`src/rtl/ps2_teclado_rx.sv`:
```
// PS/2 keyboard receiver.
// Turns the 11-bit device-to-host frames into scan-code bytes and keeps the
// last two accepted bytes.
// Ports:
//   CLK, RST             system clock, asynchronous active-high reset
//   PS2_CLK, PS2_DATA    raw keyboard lines (asynchronous to CLK)
//   TECLADO_REG          last accepted scan-code byte
//   TECLADO_REG_ANTERIOR byte accepted just before TECLADO_REG
//   DATO_LISTO           one-cycle pulse for each accepted byte
//   ERROR_TRAMA          one-cycle pulse for each rejected or aborted frame
module ps2_teclado_rx #(
  parameter int unsigned FILTRO_LEN     = 8,
  parameter int unsigned TIMEOUT_CICLOS = 200000
) (
  input  logic       CLK,
  input  logic       RST,
  input  logic       PS2_CLK,
  input  logic       PS2_DATA,
  output logic [7:0] TECLADO_REG,
  output logic [7:0] TECLADO_REG_ANTERIOR,
  output logic       DATO_LISTO,
  output logic       ERROR_TRAMA
);

  localparam int unsigned FW = $clog2(FILTRO_LEN + 1);
  localparam int unsigned TW = $clog2(TIMEOUT_CICLOS + 1);

  typedef enum logic [1:0] {IDLE, DATOS, PARIDAD, PARADA} estado_t;

  logic          clk_s1_q, clk_s2_q, dat_s1_q, dat_s2_q;
  logic          fclk_q, fclk_d, fclk_prev_q;
  logic [FW-1:0] filt_cnt_q, filt_cnt_d;
  estado_t       estado_q, estado_d;
  logic [7:0]    shift_q, shift_d;
  logic [2:0]    bit_cnt_q, bit_cnt_d;
  logic          paridad_q, paridad_d;
  logic [TW-1:0] to_cnt_q, to_cnt_d;
  logic [7:0]    reg_q, reg_d, ant_q, ant_d;
  logic          listo_q, listo_d, error_q, error_d;
  logic          fe, timeout_hit;

  // State register: every flop, all reset to the idle bus level / zero.
  always_ff @(posedge CLK or posedge RST) begin
    if (RST) begin
      clk_s1_q    <= 1'b1;
      clk_s2_q    <= 1'b1;
      dat_s1_q    <= 1'b1;
      dat_s2_q    <= 1'b1;
      fclk_q      <= 1'b1;
      fclk_prev_q <= 1'b1;
      filt_cnt_q  <= '0;
      estado_q    <= IDLE;
      shift_q     <= '0;
      bit_cnt_q   <= '0;
      paridad_q   <= 1'b0;
      to_cnt_q    <= '0;
      reg_q       <= '0;
      ant_q       <= '0;
      listo_q     <= 1'b0;
      error_q     <= 1'b0;
    end else begin
      clk_s1_q    <= PS2_CLK;
      clk_s2_q    <= clk_s1_q;
      dat_s1_q    <= PS2_DATA;
      dat_s2_q    <= dat_s1_q;
      fclk_q      <= fclk_d;
      fclk_prev_q <= fclk_q;
      filt_cnt_q  <= filt_cnt_d;
      estado_q    <= estado_d;
      shift_q     <= shift_d;
      bit_cnt_q   <= bit_cnt_d;
      paridad_q   <= paridad_d;
      to_cnt_q    <= to_cnt_d;
      reg_q       <= reg_d;
      ant_q       <= ant_d;
      listo_q     <= listo_d;
      error_q     <= error_d;
    end
  end

  // Glitch filter: count consecutive samples that disagree with fclk; any
  // agreeing sample restarts the count, so short glitches never pass.
  always_comb begin
    fclk_d     = fclk_q;
    filt_cnt_d = '0;
    if (clk_s2_q != fclk_q) begin
      if (filt_cnt_q == FW'(FILTRO_LEN - 1)) begin
        fclk_d = clk_s2_q;
      end else begin
        filt_cnt_d = filt_cnt_q + FW'(1);
      end
    end
  end

  assign fe = fclk_prev_q & ~fclk_q;

  // A clock fall in the same cycle takes priority over the timeout.
  assign timeout_hit = (estado_q != IDLE) && !fe &&
                       (to_cnt_q == TW'(TIMEOUT_CICLOS - 1));

  // Next-state logic.
  always_comb begin
    estado_d = estado_q;
    if (fe) begin
      case (estado_q)
        IDLE:    if (!dat_s2_q) estado_d = DATOS;
        DATOS:   if (bit_cnt_q == 3'd7) estado_d = PARIDAD;
        PARIDAD: estado_d = PARADA;
        PARADA:  estado_d = IDLE;
        default: estado_d = IDLE;
      endcase
    end else if (timeout_hit) begin
      estado_d = IDLE;
    end
  end

  // Datapath and output logic.
  always_comb begin
    shift_d   = shift_q;
    bit_cnt_d = bit_cnt_q;
    paridad_d = paridad_q;
    reg_d     = reg_q;
    ant_d     = ant_q;
    listo_d   = 1'b0;
    error_d   = 1'b0;
    to_cnt_d  = (fe || estado_q == IDLE || timeout_hit) ? '0 : to_cnt_q + TW'(1);
    if (fe) begin
      case (estado_q)
        IDLE:    bit_cnt_d = '0;
        DATOS: begin
          shift_d   = {dat_s2_q, shift_q[7:1]};
          bit_cnt_d = bit_cnt_q + 3'd1;
        end
        PARIDAD: paridad_d = dat_s2_q;
        PARADA: begin
          // Odd parity over data + parity bit, and stop bit must be high.
          if (dat_s2_q && (^{shift_q, paridad_q})) begin
            ant_d   = reg_q;
            reg_d   = shift_q;
            listo_d = 1'b1;
          end else begin
            error_d = 1'b1;
          end
        end
        default: ;
      endcase
    end else if (timeout_hit) begin
      error_d = 1'b1;
    end
  end

  assign TECLADO_REG          = reg_q;
  assign TECLADO_REG_ANTERIOR = ant_q;
  assign DATO_LISTO           = listo_q;
  assign ERROR_TRAMA          = error_q;

endmodule

```
`config.mk`:
```
export PLATFORM = sky130hd
export DESIGN_NAME = ps2_teclado_rx
export DESIGN_NICKNAME = d
export VERILOG_FILES = /design/src/rtl/ps2_teclado_rx.sv
export SDC_FILE = /design/constraint.sdc
export NUM_CORES = 1
export LEC_CHECK = 0
export BUFFER_PORTS_ARGS = -buffer_cell sky130_fd_sc_hd__buf_2
export CORE_MARGIN = 2
export CORE_UTILIZATION = 45
export CTS_BUF_LIST = sky130_fd_sc_hd__clkbuf_16
export CTS_CLUSTER_DIAMETER = 40
export DETAILED_ROUTE_END_ITERATION = 8
export HOLD_SLACK_MARGIN = 0.12
export SKIP_CTS_REPAIR_TIMING = 1
export SLEW_MARGIN = 25
export SYNTH_ARGS = -nofsm -noshare
export SYNTH_HDL_FRONTEND = slang
export SYNTH_SLANG_ARGS = --single-unit
```
`constraint.sdc`:
```
create_clock -name CLK -period 5.82 [get_ports CLK]
set_input_delay 1.164 -clock CLK [delete_from_list [all_inputs] [get_ports CLK]]
set_output_delay 1.164 -clock CLK [all_outputs]
set_load 0.03 [all_outputs]
```
# After elaboration in Yosys (flattened, before gate mapping)
# Cells that the tools add are included.
# totals
reg_bits	60
latch_bits	0
ram_bits	0
mem_bits_ro	0
inputBits	4
out_inout_bits	18
wordCells	63
mem_count	0
# op_classes
n_addsub	3
multipliers	0
n_div	0
n_lt_le_gt_ge	0
n_eq_ne	9
shifts	0
muxes	16
n_bitwise	2
n_reduce_logical	17
# op_table
operator	n
$add 18x1->18 const B	1
$eq 18x18->1 const B	1
$mux 18	1
$reduce_xor 9->1	1
$mux 2	4
$mux 4	2
$pmux 2 s4	1
$reduce_and 2->1	4
$mux 1	7
$ne 3x3->1 const B	2
$pmux 3 s2	1
$reduce_and 3->1	2
$reduce_bool 2->1	3
$add 4x1->4 const B	1
$eq 2x2->1 const B	2
$eq 4x3->1 const B	1
$add 3x1->3 const B	1
$eq 3x3->1 const B	1
$logic_and 1x1->1	3
$eq 2x1->1 const B	1
$logic_not 2->1	1
$logic_or 1x1->1	2
$and 1x1->1	1
$logic_not 1->1	1
2 further kinds	2

# Longest topological paths before layout
# depth
ltp_word	7
ltp_mapped	7
mapped_depth_nobuf	6

# Worst setup path before layout
# OpenSTA, ideal clock, no wires.
# synth_timing
path_type	reg2reg
startpoint	register shift_q[0]
endpoint	register reg_q[5] (netlist: TECLADO_REG[5])
setup_ns	0.125
arrival_ns	1.798
required_time_ns	5.695
setup_slack_ns	3.897
stages_incl_launch_ff	6
path_buffers	1
synth_period_minus_slack_ns	1.923
cell_sequence	dfrtp_1 -> xor2_1 -> xnor3_2 -> mux2i_4 -> buf_12 -> mux2_4
# synth_between
elab_chain_len	3
# synth_lines
item	line_no	text
start, declared	34	logic [7:0] shift_q, shift_d;
start signal, assigned	70	shift_q <= shift_d;
$reduce_xor 9->1	137	if (dat_s2_q && (^{shift_q, paridad_q})) begin
$logic_and 1x1->1	137	
$reduce_and 3->1 (no line)	n/a	
end signal, assigned	74	reg_q <= reg_d;
end, declared	38	logic [7:0] reg_q, reg_d, ant_q, ant_d;
# No other way between the ends.
# A chain may end at the register's enable or synchronous reset.

# Worst setup path in the final report
# layout_timing
startpoint	register shift_q[1]
endpoint	register reg_q[3] (netlist: TECLADO_REG[3])
# The elaborated chain is that of the path after synthesis.

==> flow_metrics.env <==
export IMPL_status="complete, no violations"
export IMPL_drv_cap=0
export IMPL_synth_area_top_cells="dfrtp_1 (49%), mux2_2 (7.0%), dfstp_2 (5.7%)"
export IMPL_yosys_warnings=0
export IMPL_crit_required_ns=6.02
export IMPL_ys_async_sr_fraction_pct=100
export IMPL_setup_viol=0
export IMPL_drive_gt1_share_pct=30.6
export IMPL_cts_buffer_depth=2
export IMPL_synthFlopType="dfrtp_1"
export IMPL_worstPathArrival_ns=2.43
export IMPL_highest_layer="met4"
export IMPL_drt_initial_drc_count=51
export IMPL_crit_chain="xor2_1, xnor3_2, mux2i_4, mux2_2"
export IMPL_place_gp_congestion=0.755
export IMPL_ys_seq_area_share_pct=55.0
export IMPL_synthCells=219
export IMPL_die_h_um=82.1
export IMPL_worst_pin_slew_ns=0.748
export IMPL_synth_largest_area_cell="dfrtp_1"
export IMPL_grt_usage_pct=14.8
export IMPL_start_util_pct=46.4
export IMPL_peakVddDrop_mv=0.257
export IMPL_synth_top_area_share_pct=49.2
export IMPL_antenna_found_initial=0
export IMPL_fin_crit_sh_pct=38.3
export IMPL_finalWirelength_mm=4.40
export IMPL_whs_path_depth=0
export IMPL_syn_nets=231
export IMPL_synth_edf_count=0
export IMPL_p_leak_nw=1.57
export IMPL_pwr_density_cell_nw_per_um2=391
export IMPL_rsz0062_at_grt="false"
export IMPL_h_tree_depth=3
export IMPL_dp_hpwl_mm=2.87
export IMPL_wl_per_cell_um=13.5
export IMPL_port_buffers=21
export IMPL_cts_clk_slew_worst_paths_ns=0.05
export IMPL_place_area_um2=2900
export IMPL_root_buffer="clkbuf_16"
export IMPL_cp_start_kind="flip-flop"
export IMPL_min_delay_path_class="reg2reg"
export IMPL_synth_avg_cell_area_um2=12.5
export IMPL_placementRows=28
export IMPL_drv_slew=0
export IMPL_wl_met3_um=164
export IMPL_final_antenna_net_count=0
export IMPL_fmax_ghz=0.449
export IMPL_skew_ns=0.00550
export IMPL_first_pass_iters=4
export IMPL_hold_start="clk_s1_q"
export IMPL_finalSetupTns_ns=0
export IMPL_hold_violations=0
export IMPL_area_growth_pct=18.0
export IMPL_reg2reg_from="shift_q[1]"
export IMPL_antenna_cells=0
export IMPL_grt_max_degree=61
export IMPL_grt_pass1_vias=1612
export IMPL_syn_area_um2=2750
export IMPL_critPathKind="reg2reg"
export IMPL_whs_ns=0.354
export IMPL_cts_buffers=9
export IMPL_design_core_area_um2=5920
export IMPL_critical_path_slowest_cell="mux2i_4"
export IMPL_cp_max_fo=17
export IMPL_endpoint_kind="flip-flop"
export IMPL_tritoncts="yes"
export IMPL_grt_pass1_wl_mm=7.41
export IMPL_vias_per_cell=5.15
export IMPL_cp_startpoint="shift_q[1]"
export IMPL_die_x_um=82.1
export IMPL_num_vias=1684
export IMPL_die_area_um2=6740
export IMPL_io_pins=22
export IMPL_drc=0
export IMPL_ys_types=41
export IMPL_grt_ovfl_total=0
export IMPL_min_period_ns=2.23
export IMPL_nets=259
export IMPL_critPathMaxStageDelay_ns=0.63
export IMPL_clkLatencyLatePin_ns=0.32
export IMPL_fin_area_um2=3240
export IMPL_slew_limit_headroom_pct=49.1
export IMPL_cts_sinks=60
export IMPL_synth_seq_cells=60
export IMPL_m1WireLength_mm=2.16
export IMPL_ff2ff_path_depth=4
export IMPL_wl_met2_mm=1.94
-- layout by cell type (no fill, tap or decap), types with 3 or more instances in the layout --
master	n
clkbuf_16	9
mux2_2	17
a21oi_1	7
dfstp_2	6
xor2_1	3
ha_1	8
nor2_1	19
dfrtp_1	54
nand2_1	12
bufinv_16	3
o21ai_0	5
xnor2_1	14
inv_1	9
nand3_1	9
buf_2	21
nand4_1	3
nor3_1	6
or4_1	3
mux2_4	9
or3_1	3
-- critical path: cells and delay by family, from the launching register on --
family,cells,cell delay (ns)
mux,2,1.04
xor+xnor,2,0.65
flops,1,0.41
-- cells in the mapped netlist (2+ instances only) --
cell type and instances:
or4b_2 2, dfrtp_1 54, a21oi_1 7, mux2_4 9, a32o_1 2, or3_1 3, ha_1 8, mux2_2 17
o21ai_0 5, nand3_1 9, nor3_1 6, clkbuf_1 2, nor2_1 19, or4_1 3, nand4_1 3, nor4_1 2
xnor2_1 14, dfstp_2 6, inv_1 10, nand2_1 12, xor2_1 3, nor2b_1 2, nand2b_1 2, o31ai_1 2
-- routing by layer --
layer  vias to the layer above  GRT usage (%)
li1                        823              -
met1                       816           19.1
met2                        32           22.1
met3                        13           3.70
met4                         0           9.50
met5                         -              0
-- worst paths after layout --
path | end | slack, ns
max | TECLADO_REG[3] | 3.59
min | clk_s2_q | 0.35
max reg2reg | TECLADO_REG[3] | 3.59
min reg2reg | clk_s2_q | 0.35
max in group asynchronous | filt_cnt_q[3] | 4.28
min in group asynchronous | TECLADO_REG_ANTERIOR[0] | 1.04
-- cell families after synthesis --
group	Yosys count	share of synthesized area, %
and+or+nand+nor	69	13.3
buffers and inverters	15	3.33
adders and majority gates	8	3.65
DFF	60	55.0
xor gates and xnor gates	19	7.20
muxes	27	12.7
AOI/OAI and AO/OA	21	4.83
-- per-stage QoR --
stage	worst slack (ns)	total power [W]	std cells	util, %
after floorplan	3.18	0.000659	219	-
after global placement	3.60	0.000675	311	48.9
after detailed placement	3.58	0.000679	311	48.9
after CTS	3.57	0.00128	327	54.7
after global routing	3.49	0.00133	327	54.7
final	3.59	0.00127	327	54.7
-- final cells by class --
type                    count  area [um2]
well taps                  75        93.8
repair buffers             22         113
flip-flops and latches     60        1510
multi-input cells         144        1140
clock buffers               9         225
inverters                  10        37.5
fillers                   509        2680
clock inverters             7         115
-- state kept, by name, summed over array words and instances, names as in the netlist, 2 cells and up --
signal / flops
TECLADO_REG_ANTERIOR: 8
TECLADO_REG: 8
filt_cnt_q: 4
shift_q: 8
estado_q: 2
bit_cnt_q: 3
to_cnt_q: 18
-- power breakdown --
part	internal [W]	switching (W)
logic	0.0000707	0.000103
clock network	0.000416	0.000183
registers	0.000461	0.0000338
total	0.000948	0.000320
Power figures use the tool's default switching activity.
